## config.mk

```make
export PLATFORM = sky130hd
export DESIGN_NAME = clz_unit
export DESIGN_NICKNAME = d
export VERILOG_FILES = /design/src/rtl/clz_pkg.sv /design/src/rtl/clz_stage.sv /design/src/rtl/clz_unit.sv
export SDC_FILE = /design/constraint.sdc
export NUM_CORES = 1
export LEC_CHECK = 0
export CORE_MARGIN = 1.5
export CORE_UTILIZATION = 59
export CTS_BUF_LIST = sky130_fd_sc_hd__clkbuf_4 sky130_fd_sc_hd__clkbuf_8
export DETAILED_ROUTE_END_ITERATION = 8
export PLACE_DENSITY = 0.81
export SKIP_LAST_GASP = 1
export SLEW_MARGIN = 20
export SYNTH_ARGS = -nofsm -noshare
export SYNTH_HDL_FRONTEND = slang
export SYNTH_SLANG_ARGS = --single-unit
```

## constraint.sdc

```tcl
create_clock -name clk -period 11.05 [get_ports clk]
set_clock_uncertainty 0.2 [all_clocks]
set_input_delay 1.105 -clock clk [delete_from_list [all_inputs] [get_ports clk]]
set_output_delay 1.105 -clock clk [all_outputs]
set_load 0.01 [all_outputs]
```

## src/rtl/clz_pkg.sv

```systemverilog
// -----------------------------------------------------------------------------
// clz_pkg
// Shared widths, the scan state type and the stage-width helper for the
// iterative count-leading-zeros unit (clz_unit, clz_stage).
//   DATA_W : operand / normalized result width
//   CNT_W  : count width (0..DATA_W inclusive)
//   STEPS  : number of power-of-two scan stages (16, 8, 4, 2, 1)
// -----------------------------------------------------------------------------
package clz_pkg;

  localparam int DATA_W = 32;
  localparam int CNT_W  = 6;
  localparam int STEPS  = 5;
  localparam int STEP_W = 3;

  typedef enum logic {
    IDLE = 1'b0,
    BUSY = 1'b1
  } state_t;

  // Stage k examines the top (16 >> k) bits. Step values past the last stage
  // give width 0, which makes the stage a pass-through.
  function automatic logic [CNT_W-1:0] stage_width(input logic [STEP_W-1:0] step);
    logic [CNT_W-1:0] w;
    w = CNT_W'(16) >> step;
    return w;
  endfunction

endpackage

```

## src/rtl/clz_stage.sv

```systemverilog
// -----------------------------------------------------------------------------
// clz_stage
// One combinational power-of-two normalization stage. If the top `width` bits
// of `work` are all zero, both `work` and `orig` are shifted left by `width`
// (zero fill); otherwise both pass through unchanged.
// Ports:
//   work    in  DATA_W  scan value (possibly inverted operand)
//   orig    in  DATA_W  original operand, shifted in lockstep with work
//   width   in  CNT_W   stage width in bits (16, 8, 4, 2, 1; 0 = pass)
//   zero    out 1       top `width` bits of work are zero
//   work_sh out DATA_W  work after the conditional shift
//   orig_sh out DATA_W  orig after the conditional shift
// -----------------------------------------------------------------------------
module clz_stage
  import clz_pkg::*;
(
  input  logic [DATA_W-1:0] work,
  input  logic [DATA_W-1:0] orig,
  input  logic [CNT_W-1:0]  width,
  output logic              zero,
  output logic [DATA_W-1:0] work_sh,
  output logic [DATA_W-1:0] orig_sh
);

  logic [DATA_W-1:0] mask;

  // A variable-width part-select is not legal, so the top `width` bits are
  // selected with a mask built from an all-ones vector shifted right.
  always_comb begin
    mask    = ~({DATA_W{1'b1}} >> width);
    zero    = ((work & mask) == '0);
    work_sh = zero ? (work << width) : work;
    orig_sh = zero ? (orig << width) : orig;
  end

endmodule

```

## src/rtl/clz_unit.sv

```systemverilog
// -----------------------------------------------------------------------------
// clz_unit
// Iterative count-leading-zeros unit. An accepted start captures the operand;
// five single-cycle stages (16, 8, 4, 2, 1) then normalize it, and the last
// stage also produces the count, the normalized operand and a one-cycle done.
// Fixed, data-independent latency: done is seen 5 cycles after acceptance.
//
// Optional feature (macro CLZ_CLO_EN):
//   defined   -> `clo` input exists; clo=1 counts leading ones by inverting
//                the scan copy at capture; norm still shifts the original.
//   undefined -> no `clo` port, behaves as clo=0.
//
// Ports:
//   clk     in  1       clock, rising edge
//   rst     in  1       asynchronous, active-high reset
//   start   in  1       request, sampled only while not busy
//   clo     in  1       count leading ones (CLZ_CLO_EN only)
//   operand in  32      value to scan, captured on accepted start
//   busy    out 1       scan in progress, start ignored
//   done    out 1       one-cycle pulse, count/norm valid
//   count   out 6       leading-zero (or -one) count, 0..32
//   norm    out 32      operand << count, zero-filled; 0 when count = 32
// -----------------------------------------------------------------------------
module clz_unit
  import clz_pkg::*;
(
  input  logic              clk,
  input  logic              rst,
  input  logic              start,
`ifdef CLZ_CLO_EN
  input  logic              clo,
`endif
  input  logic [DATA_W-1:0] operand,
  output logic              busy,
  output logic              done,
  output logic [CNT_W-1:0]  count,
  output logic [DATA_W-1:0] norm
);

  state_t              state;
  state_t              state_nxt;
  logic [STEP_W-1:0]   step;
  logic [DATA_W-1:0]   work;
  logic [DATA_W-1:0]   orig;
  logic [CNT_W-1:0]    cnt;

  logic [CNT_W-1:0]    width;
  logic                zero;
  logic [DATA_W-1:0]   work_sh;
  logic [DATA_W-1:0]   orig_sh;
  logic [CNT_W-1:0]    cnt_nxt;
  logic [DATA_W-1:0]   work_in;
  logic                accept;
  logic                last;

`ifdef CLZ_CLO_EN
  // Counting leading ones of x equals counting leading zeros of ~x.
  assign work_in = operand ^ {DATA_W{clo}};
`else
  assign work_in = operand;
`endif

  assign accept = (state == IDLE) && start;
  assign last   = (state == BUSY) && (step == STEP_W'(STEPS - 1));

  // Single stage instance, time-multiplexed across the five scan steps.
  assign width = stage_width(step);

  clz_stage u_stage (
    .work    (work),
    .orig    (orig),
    .width   (width),
    .zero    (zero),
    .work_sh (work_sh),
    .orig_sh (orig_sh)
  );

  assign cnt_nxt = cnt + (zero ? width : '0);

  // State register
  always_ff @(posedge clk or posedge rst) begin
    if (rst) begin
      state <= IDLE;
    end else begin
      state <= state_nxt;
    end
  end

  // Next-state logic
  always_comb begin
    state_nxt = state;
    case (state)
      IDLE:    if (start) state_nxt = BUSY;
      BUSY:    if (last)  state_nxt = IDLE;
      default:            state_nxt = IDLE;
    endcase
  end

  // Output logic
  always_comb begin
    busy = (state == BUSY);
  end

  // Scan registers: capture on accept, one stage per busy cycle.
  always_ff @(posedge clk or posedge rst) begin
    if (rst) begin
      step <= '0;
      work <= '0;
      orig <= '0;
      cnt  <= '0;
    end else if (accept) begin
      step <= '0;
      work <= work_in;
      orig <= operand;
      cnt  <= '0;
    end else if (state == BUSY) begin
      step <= step + STEP_W'(1);
      work <= work_sh;
      orig <= orig_sh;
      cnt  <= cnt_nxt;
    end
  end

  // Result registers. After the width-1 stage a nonzero work value always has
  // its MSB set, so a clear MSB means the scan value was all zeros: count
  // becomes 32 and the normalized operand is defined as 0.
  always_ff @(posedge clk or posedge rst) begin
    if (rst) begin
      done  <= 1'b0;
      count <= '0;
      norm  <= '0;
    end else begin
      done <= last;
      if (last) begin
        count <= cnt_nxt + CNT_W'(!work_sh[DATA_W-1]);
        norm  <= work_sh[DATA_W-1] ? orig_sh : '0;
      end
    end
  end

endmodule

```

After elaboration in Yosys (flattened, before gate mapping). Index checks and enable logic that the tools add are counted.

Equality and inequality tests: 1. $add $sub $neg: 3. Mux-type cells: 15. Bitwise logic cells: 3. Reductions and logical operators: 7. Shifts and indexed selects: 4.

Operator list (count): 32-bit 2-to-1 mux (7); 32-bit by 6-bit left shift with 32-bit output (2); 32-bit bitwise AND (1); 32-bit logical NOT (1); 32-bit NOT (1); 32-bit by 6-bit >> shifter with 32-bit output, first input constant (1); 6-bit 2-to-1 mux (3); 6-bit by 1-bit adder with 6-bit output (1); 6-bit adder (1); 3-bit 2-to-1 mux (2); 5-bit by 3-bit >> shifter with 6-bit output, first input constant (1); 2-bit nonzero test (2); 3-bit by 1-bit adder with 3-bit output, second input constant (1); 3-bit equality test, second input constant (1); 1-bit logical AND (2); 1-bit 2-to-1 mux (2); 1-bit case mux with 2 select lines (1); 2-bit AND reduction (1); 1-bit logical NOT (1); 1-bit NOT (1).

Logic and storage cells: 42. Output and inout port bits: 40. Bits in registers: 113. Input bits: 35.

Depth between registers and ports, before layout. Gate-level depths: netlist of run 1.

Depth after elaboration: 9. Gate-level depth with buffers: 20. Gate-level depth less buffers: 17.

Modules after synthesis. A second synthesis of run 1 with hierarchy kept.

Cells, all modules: 1165. Area total of the unflattened synthesis: 9979.6 um^2.

By module, submodules not included: clz_unit (area each 5226.3 um^2, cells an instance 531, instances 1, sequential area each 2827.7 um^2); clz_stage (area each 4753.3 um^2, cells an instance 634, instances 1, sequential area each 0.0 um^2).

Least setup slack after synthesis of run 1. OpenSTA, ideal clock, no wires.

Path type: flip-flop to flip-flop. From: register step[2]. To: register count[5]. Clock period less this slack: 3893 ps. Library setup time: 83 ps. Stages on the path, launching flop included: 19. Required time: 10767 ps. Path slack: 7157 ps. Arrival time: 3611 ps. Buffers on the path: 3. Cells stage by stage: dfrtp_1 -> buf_6 -> clkinv_1 -> ha_1 -> buf_2 -> a211oi_1 -> nor3_1 -> nor3_1 -> nand4_1 -> clkbuf_1 -> nor2_1 -> ha_1 -> inv_1 -> fa_1 -> xnor2_1 -> and3_1 -> nand3_1 -> xor2_1 -> o21ai_0.

Cells in the longest elaborated chain, start to end: 8. Elaborated cells on any way between the ends: 13. Those cells by class: add/sub (2); eq/ne (1); shift (3); mux (2); bitwise (2); reduce/logical (3).

RTL lines: from (decl) (RTL line clz_unit.sv:42) `logic [STEP_W-1:0] step;`; from (signal assigned) (RTL line clz_unit.sv:117) `step <= step + STEP_W'(1);`; 5-bit by 3-bit >> shifter with 6-bit output (RTL line clz_pkg.sv:25) `w = CNT_W'(16) >> step;`; 32-bit by 6-bit >> shifter with 32-bit output (RTL line clz_stage.sv:30) `mask = ~({DATA_W{1'b1}} >> width);`; 32-bit NOT (RTL line clz_stage.sv:30); 32-bit bitwise AND (RTL line clz_stage.sv:31) `zero = ((work & mask) == '0);`; 32-bit logical NOT (RTL line clz_stage.sv:31); 6-bit 2-to-1 mux / 32-bit 2-to-1 mux (equally long branches) (RTL line clz_unit.sv:78, clz_stage.sv:32); 6-bit adder / 1-bit logical NOT (equally long branches) (RTL line clz_unit.sv:78, clz_unit.sv:135); 6-bit by 1-bit adder with 6-bit output (RTL line clz_unit.sv:135) `count <= cnt_nxt + CNT_W'(!work_sh[DATA_W-1]);`; to (signal assigned) (RTL line clz_unit.sv:135); to (decl) (RTL line clz_unit.sv:36) `output logic [CNT_W-1:0] count,`.

Several ways; a longest one is shown, not always the timed one. The select of a mux whose other input is x is not followed. A chain may end at the register's enable or synchronous reset.

Final worst setup path of run 1. Ends and elaborated chain as after synthesis.

==> impl_metrics.ini, run 1 <==
[yosys]
syn_avg_cell_area_um2 = 8.66
synth_ff_type = dfrtp_1
synth_edf_count = 0
async_flop_share_pct = 100
yosys-top-cells-area = dfrtp_1 32%, mux4_2 12%, nand2_1 6.1%
syn_area_mm2 = 0.00875
ys_ff_latch = 113
ys_warn_count = 0
yosysUniqueCellTypes = 67
netlist.area_leader.share_pct = 32.3
yosys.area.top_type = dfrtp_1
seq_area_frac_synth_pct = 32.3
syn-num-nets = 1059
synth_cells = 1010

[sta]
tns_ns = 0
max_freq_ghz = 0.191
min_period_over_period_pct = 47.4
fin_ws_ns = 5.81
setup_viol = 0
slew_headroom_pct = 25.2
hold_viol = 0
rsz0062_at_grt = false
min_period_ns = 5.24
drv_slew = 0
tightest_slew_ns = 1.12

[placement]
placed_area_mm2 = 0.00949
place_ws_ns = 5.96
place_hpwl_um = 22200
portBuffers = 74
globalplace.congestion = 0.972

[clock_tree]
ctsHoldBuffers = 0
cts_buffer_depth = 2
root_buffer = clkbuf_8
post_cts_resized = 0
tritoncts = yes
ctsHtreeMaxLevel = 4
clock_sinks = 113
numCtsBuffers = 17
clk_latency_ns = 0.46
clk_pin_slew_ns = 0.08
cts_setup_buffers = 0

[cells_and_area]
fillCellCount = 1209
multi_input_area_mm2 = 0.00545
final_common_cell = nand2_1
antenna_cells = 0
finish.instance_area_mm2 = 0.00992
area_growth_pct = 13.4
layout.nets = 1086
layout_common_cells = 142 x nand2_1, 113 x dfrtp_1, 97 x nor2_1
drive_above_1_share_pct = 12.7
ff_latch_area_mm2 = 0.00283

[die]
dieArea_mm2 = 0.0156
io_pins = 75
row_count = 44
die_h_um = 125
die_x_um = 125
initial_core_util_pct = 60.4
coreArea_mm2 = 0.0145

[setup_path]
critPathKind = flip-flop to flip-flop
reg2reg_depth = 16
critPathLaunch = step[2]
cp_max_fo = 38
r2r_slack_ns = 5.81
start_kind = flip-flop
r2r_end = count[5]
cp.arrival_ns = 5.42
end_kind = flip-flop
timing.rr.start = step[2]
worstPathRequired_ns = 11.23

[route]
vias = 9106
ant_nets = 0
via_per_inst = 7.38
drt-pass1-iter-count = 7
wl_per_cell_um = 26.1
drc = 0
drt_iter0_markers = 1344
wirelength_um = 32300

[job]
max-cap-violations = 0

[worst_hold_path]
hp-start = norm[0]
hold_class = flip-flop to flip-flop
holdPathStages = 2
worstHoldEndpoint = norm[0]

[global_routing]
grt_usage_pct = 42.3
grt_start_max_net_pins = 59
grt_pass1_vias = 8556
grt_overflow_total = 0
antenna_found_initial = 1
grt_first_pass_wirelength_um = 50500

[run_status]
outcome = completed
[worst max-delay path by stage]
stage / endpoint / slack [ns] / cells after the start
3_3_place_gp: count[5] / 6.13 / 16
2_1_floorplan: busy / 6.76 / 1
6_report: count[5] / 5.81 / 16
3_5_place_dp: count[5] / 5.96 / 16
5_1_grt: count[5] / 5.53 / 16
4_1_cts: count[5] / 5.91 / 16
[sequential cells by signal, summed over array words and instances (netlist names)]
signal,count
norm,32
orig,32
work,32
cnt,6
count,6
step,3
busy,1
done,1
[synthesized netlist by cell type, types with 3 or more instances]
library cell	n
nor4_1	6
o31ai_1	4
nor3_1	31
o22a_1	8
a211oi_1	27
xnor2_1	6
o221a_2	13
or3_1	5
nor2b_1	12
nand3_1	45
nand2b_1	15
mux4_2	48
or2_2	3
a221o_1	7
a21oi_1	69
mux2_2	3
buf_1	6
a22oi_1	12
a221oi_1	12
dfrtp_1	113
and2_1	3
clkbuf_1	45
o21ai_0	73
o22ai_1	18
a31oi_1	9
ha_1	13
buf_4	11
nand2_1	142
buf_2	28
inv_1	12
mux2i_1	34
nor2_1	98
and3_1	16
o211ai_1	7
o21a_1	9
a2bb2oi_1	6
[cells by family after synthesis]
group	Yosys count	synth area share, %
xor gates and xnor gates	8	0.801
buffers and inverters	105	5.46
muxes	85	16.6
and+or+nand+nor	385	19.7
AOI/OAI and AO/OA	300	23.0
DFF	113	32.3
adders and majority gates	14	2.09
[layer usage]
| layer | wire [um] | vias to the layer above | global-route usage (%) | share of wire, % |
|---|---|---|---|---|
| met1 | 12300 | 4325 | 59.0 | 38 |
| met5 | 13 | - | 0 | 0.040 |
| li1 | - | 3829 | - | - |
| met3 | 4420 | 145 | 11.9 | 14 |
| met4 | 1630 | 2 | 20.2 | 5.1 |
| met2 | 13900 | 805 | 60.9 | 43 |
[stage by stage]
stage | hold slack, ns | std cells | utilization, %
floorplan | 0.301 | 1010 | -
global placement | 0.253 | 1202 | 65.5
detailed placement | 0.261 | 1202 | 65.5
CTS | 0.279 | 1234 | 68.5
global route | 0.303 | 1234 | 68.5
finish | 0.276 | 1234 | 68.5
[worst max-delay path, stage by stage (launching register included)]
cell	delay, ns
dfrtp_1	0.33
buf_4	0.34
clkinv_1	0.37
ha_2	0.31
clkinv_1	0.37
buf_4	0.41
o21ai_0	0.13
a2111oi_0	0.42
a41o_1	0.37
nand2_1	0.33
nor2_1	0.19
ha_1	0.28
xnor2_1	0.39
and3_1	0.26
nand3_1	0.10
xor2_1	0.17
o21ai_0	0.15
[final cells by class]
cell class | instances | share of cell area [%]
Timing Repair Buffer | 99 | 9.36
Sequential cell | 113 | 28.5
Inverter | 14 | 0.555
Multi-Input combinational cell | 792 | 54.9
Tap cell | 184 | 2.32
Clock buffer | 18 | 2.50
Clock inverter | 14 | 1.83
Power of run 1 is not shown: default switching activity piles up to over one toggle a cycle in this logic, so the estimate is an artifact.
==> inputs of run 2 (changes only) <==
Settings changed: CORE_UTILIZATION 59 to 55, PLACE_DENSITY 0.81 to 0.79.
Clock period 11.05 ns to 4.7 ns, I/O delays scaled along.
==> run 2 against run 1 <==
  * Die area is 7.1% higher
  * Global-route usage shrank 0.55 points
  * Fmax up 24%
  * Via count rose by 0.36%
  * Count of clock-buffer cells in the layout decreased by 1
  * Cell area grew 2.3%
  * Worst hold slack worse by 0.037 ns
  * Critical path depth unchanged
  * Routed wire length up 5.6%
  * Cell count is 4.1% higher
  * Highest routed layer is now met4
  * Register-to-register slack worse by 5.3 ns
  * Core utilization fell by 2.5 points
==> impl_metrics.ini, run 2 (same netlist as run 1, synthesis figures left out) <==
[run_status]
outcome = completed

[clock_tree]
cts_setup_buffers = 0
ctsHoldBuffers = 0
clk_pin_slew_ns = 0.08
numCtsBuffers = 17
clk_latency_ns = 0.47
cts_buffer_depth = 2
clock_sinks = 113
tritoncts = yes
root_buffer = clkbuf_8
ctsHtreeMaxLevel = 4
post_cts_resized = 0

[setup_path]
slowest_delay_ns = 0.43
cp.arrival_ns = 4.42
worstPathRequired_ns = 4.89
critPathKind = flip-flop to flip-flop
cp_max_fo = 16
cpMaxStageDelayCell = dfrtp_1
crit_chain = inv_1 -> ha_1 -> buf_4 -> nor3_1 -> nor2_1 -> a22oi_1 -> nand4_1 -> nor2_1 -> ha_1 -> inv_1 -> fa_1 -> xnor2_1 -> and3_1 -> nand3_1 -> xor2_1 -> o21ai_0
end_kind = flip-flop
start_kind = flip-flop
r2r_slack_ns = 0.47

[route]
drt-pass1-iter-count = 6
via_per_inst = 7.11
wl_per_cell_um = 26.5
ant_nets = 0
vias = 9139
wirelength_um = 34100
drc = 0
drt_iter0_markers = 1252

[global_routing]
grt_overflow_total = 0
antenna_found_initial = 1
grt_first_pass_wirelength_um = 51000
grt_pass1_vias = 8364
grt_usage_pct = 41.7
grt_start_max_net_pins = 114

[cells_and_area]
multi_input_area_mm2 = 0.00545
fillCellCount = 1311
area_growth_pct = 16.1
ff_latch_area_mm2 = 0.00283
drive_above_1_share_pct = 14.4
layout_common_cells = 142 x nand2_1, 113 x dfrtp_1, 98 x nor2_1
final_common_cell = nand2_1
top_regs = norm (32), orig (32), work (32)
layout.nets = 1109

[sta]
drv_slew = 0
tightest_slew_ns = 1.13
rsz0062_at_grt = false
tns_ns = 0
hold_viol = 0
min_period_ns = 4.23
setup_viol = 0
slew_headroom_pct = 24.8
min_period_over_period_pct = 90.0
max_freq_ghz = 0.236

[die]
initial_core_util_pct = 56.9
die_h_um = 129
io_pins = 75
dieArea_mm2 = 0.0167
row_count = 45
coreArea_mm2 = 0.0154
die_x_um = 129

[placement]
globalplace.congestion = 1.06
portBuffers = 74
place_hpwl_um = 24600

[job]
max-cap-violations = 0

[worst_hold_path]
hold_class = input pin to asynchronous set/reset pin
run 2: per-layer routing:
metal / global-route usage [%] / up-vias / wire, um
met3: 9.87 / 135 / 4200
li1: - / 3876 / -
met5: 0 / - / 0
met4: 20.2 / 0 / 1720
met1: 57.0 / 4377 / 13200
met2: 62.6 / 751 / 14900
run 2: worst max-delay path: cells and delay by family (launching register included):
| family | cells | cell delay [ns] |
|---|---|---|
| compound gates | 2 | 0.37 |
| xor+xnor | 2 | 0.52 |
| fa+ha+maj | 3 | 1.01 |
| buf+inv | 3 | 0.46 |
| flops | 1 | 0.43 |
| simple gates | 6 | 1.16 |
run 2: layout make-up:
class / count / share of cell area, %
Clock inverter: 15 / 1.93
Timing Repair Buffer: 122 / 11.1
Antenna cell: 1 / 0.0246
Tap cell: 211 / 2.60
Sequential cell: 113 / 27.8
Multi-Input combinational cell: 792 / 53.7
Clock buffer: 17 / 2.30
Inverter: 14 / 0.542
run 2: final timing paths:
| check | to | cells after the start | from |
|---|---|---|---|
| max | count[5] | 16 | step[0] |
| min | busy | 3 | rst |
| max reg2reg | count[5] | 16 | step[0] |
| min reg2reg | norm[0] | 2 | norm[0] |
| max in group asynchronous | work[27] | 3 | rst |
| min in group clk | norm[0] | 2 | norm[0] |
run 2: stage by stage:
step / util (%) / worst slack [ns] / area (um^2) / hold WS (ns) / cells
after detailed placement: 63.2 / 0.548 / 9720 / 0.256 / 1252
after floorplan: - / 0.807 / 8750 / 0.301 / 1010
after global routing: 66.1 / 0.271 / 10200 / 0.307 / 1285
final: 66.1 / 0.468 / 10200 / 0.240 / 1285
after global placement: 63.2 / 0.661 / 9720 / 0.256 / 1252
after CTS: 66.0 / 0.517 / 10200 / 0.275 / 1284
Power of run 2 is left out for the same reason.
==> RTL change, RTL diff (flow settings as in run 2) <==
Register the output `norm` once more; this adds one clock of latency there. The other outputs are not delayed to match. Comments in the files are not updated.
--- a/src/rtl/clz_unit.sv
+++ b/src/rtl/clz_unit.sv
@@ -36,6 +36,8 @@
   output logic [CNT_W-1:0]  count,
   output logic [DATA_W-1:0] norm
 );
+
+  logic [DATA_W-1:0] norm_s0;
 
   state_t              state;
   state_t              state_nxt;
@@ -128,15 +130,19 @@
     if (rst) begin
       done  <= 1'b0;
       count <= '0;
-      norm  <= '0;
+      norm_s0 <= '0;
     end else begin
       done <= last;
       if (last) begin
         count <= cnt_nxt + CNT_W'(!work_sh[DATA_W-1]);
-        norm  <= work_sh[DATA_W-1] ? orig_sh : '0;
+        norm_s0 <= work_sh[DATA_W-1] ? orig_sh : '0;
       end
     end
   end
 
+  always_ff @(posedge clk) begin
+    norm <= norm_s0;
+  end
+
 endmodule
 
Behaviour: not the same (a bounded check fails within 10 cycles, from zero or initial values and one cycle with rst high).
==> RTL change against run 2 <==
  * Wire length grew 4.5%
  * Critical path type unchanged
  * Non-clock buffer count shrank 3
  * Cell area grew 8.7%
  * Setup slack lost 0.057 ns
  * Synthesized area grew 10%
  * Sequential cell count grew 32
  * Critical path depth grew 1
Power is left out: the tool's default activity adds up to more than one toggle a clock period on the data nets, which glitch-free logic cannot reach.
==> RTL change: results (changes against run 2) <==
The overall via count from detail_route came out at 9297 (+1.7%). The worst hold margin is 0.171 ns (-0.0683 ns). The depth of the most critical reg-to-reg path is 17 (+1). The clock insertion delay at the later pin of the skew report came out at 0.47 ns (about the same). The largest net degree at the start of global routing came out at 68 (-40%).

The post-synthesis compound-gate area fraction is 23.6% (+0.61 points). The critical-path maximum fanout came out at 18 (+2). The minimum setup slack after placement came out at 0.488 ns (-0.0598 ns). The critical-path cell with the highest stage delay is or3_1. The overall fraction of global-route tracks in use is 39.8% (-1.9 points). After synthesis, the most frequently instantiated cells are dfrtp_1 (113), nand2_1 (109), nor2_1 (79), a21oi_1 (70), o21ai_0 (54).

The via count of the first global-routing pass came out at 8525 (+1.9%). The antenna diode instance count is 0 (-1). The tree is rooted in a clkbuf_8. The parity-gate share of the synthesized area counting xor and xnor cells came out at 0.727% (-0.074 points). The run finished with clean final reports. The biggest cell delay along the critical path came out at 0.46 ns (+0.03 ns). The final wirelength is 35.6 mm (+4.5%). Ranked by total cell area, the synthesized netlist is headed by dfrtp_1 (29%), mux4_2 (11%), dfxtp_1 (6.6%), nand2_1 (4.2%), mux2i_1 (3.8%).

The utilization of the core after routing came out at 64.0% (-2.0 points). The filler cell count is 1435 (+9.5%). The sequential cell area fraction in the yosys report was 36.0% (+3.6 points). The global placer's final weighted congestion was 0.992 (-6.2%). The path class of the tightest hold or removal check is flip-flop to flip-flop. The clock transition at the register clock pins on the worst setup and hold paths after CTS was 0.10 ns (+0.02 ns). The port buffer count is 74 (unchanged).

The share of the cycle needed by the critical path after routing came out at 91.2% (+1.2 points). The transition time at the pin with the least slew margin is 1.15 ns (+0.0194 ns). The post-detailed-placement cell area is 10600 sq um (+9.2%). The first-iteration detailed-routing DRC count came out at 1395 (+11%). The number of instances in the placed design is 1281 (+2.3%). On the critical path the largest part of the delay comes from adder cells.

The number of different library cells in the post-synthesis netlist was 85 (+27%). The number of antenna violations at the first check in global routing came out at 0 (-1). The wire length of the first global-routing pass came out at 53.6 mm (+5.1%).

The fraction of layout cells with a size suffix above 1 came out at 16.3% (+1.8 points). The via density per instance was 7.08 (-0.44%).
## RTL change: cell count changes in the layout (fill, tap and decap cells not counted), moves of 6 or more
| cell | delta |
|---|---|
| a22oi_1 | +6 |
| nand2_1 | -35 |
| nor4_1 | -6 |
| dfxtp_1 | +32 |
| o22ai_2 | +7 |
| o22ai_1 | +9 |
| o21ai_0 | -19 |
| inv_1 | +23 |
| o31ai_1 | +11 |
| nor2_1 | -19 |
| nor3_1 | -18 |
| a211oi_1 | -10 |
## RTL change: cell families (layout without fill, tap and decap cells)
group	Yosys count	after routing
compound gates	322	322
xor+xnor	8	8
fa+ha+maj	14	14
buf+inv	126	189
flops	145	145
mux	96	96
simple gates	314	314
## RTL change: routing by layer
layer  wire length (microns)  up-vias  global-route usage (%)
met5                       0        -                       0
met3                    3890      135                    9.09
li1                        -     3975                       -
met2                   15600      659                    58.0
met1                   14200     4528                    56.1
met4                    1860        0                    19.1
## RTL change: worst max path at each step
stage                             start  cells past startpoint                   end
finish              step[0]$_DFFE_PP0P_                     17  count[5]$_DFFE_PP0P_
global route        step[0]$_DFFE_PP0P_                     17  count[5]$_DFFE_PP0P_
CTS                 step[0]$_DFFE_PP0P_                     17  count[5]$_DFFE_PP0P_
detailed placement  step[0]$_DFFE_PP0P_                     17  count[5]$_DFFE_PP0P_
global placement    step[0]$_DFFE_PP0P_                     17  count[5]$_DFFE_PP0P_
floorplan           step[2]$_DFFE_PP0P_                     22  count[5]$_DFFE_PP0P_
## RTL change: cell type report
class	instances	share of cell area [%]
well taps	225	2.55
multi-input cells	754	50.7
clock inverters	15	1.75
repair buffers	119	10.1
flip-flops and latches	145	31.4
inverters	38	1.31
clock buffers	17	2.12
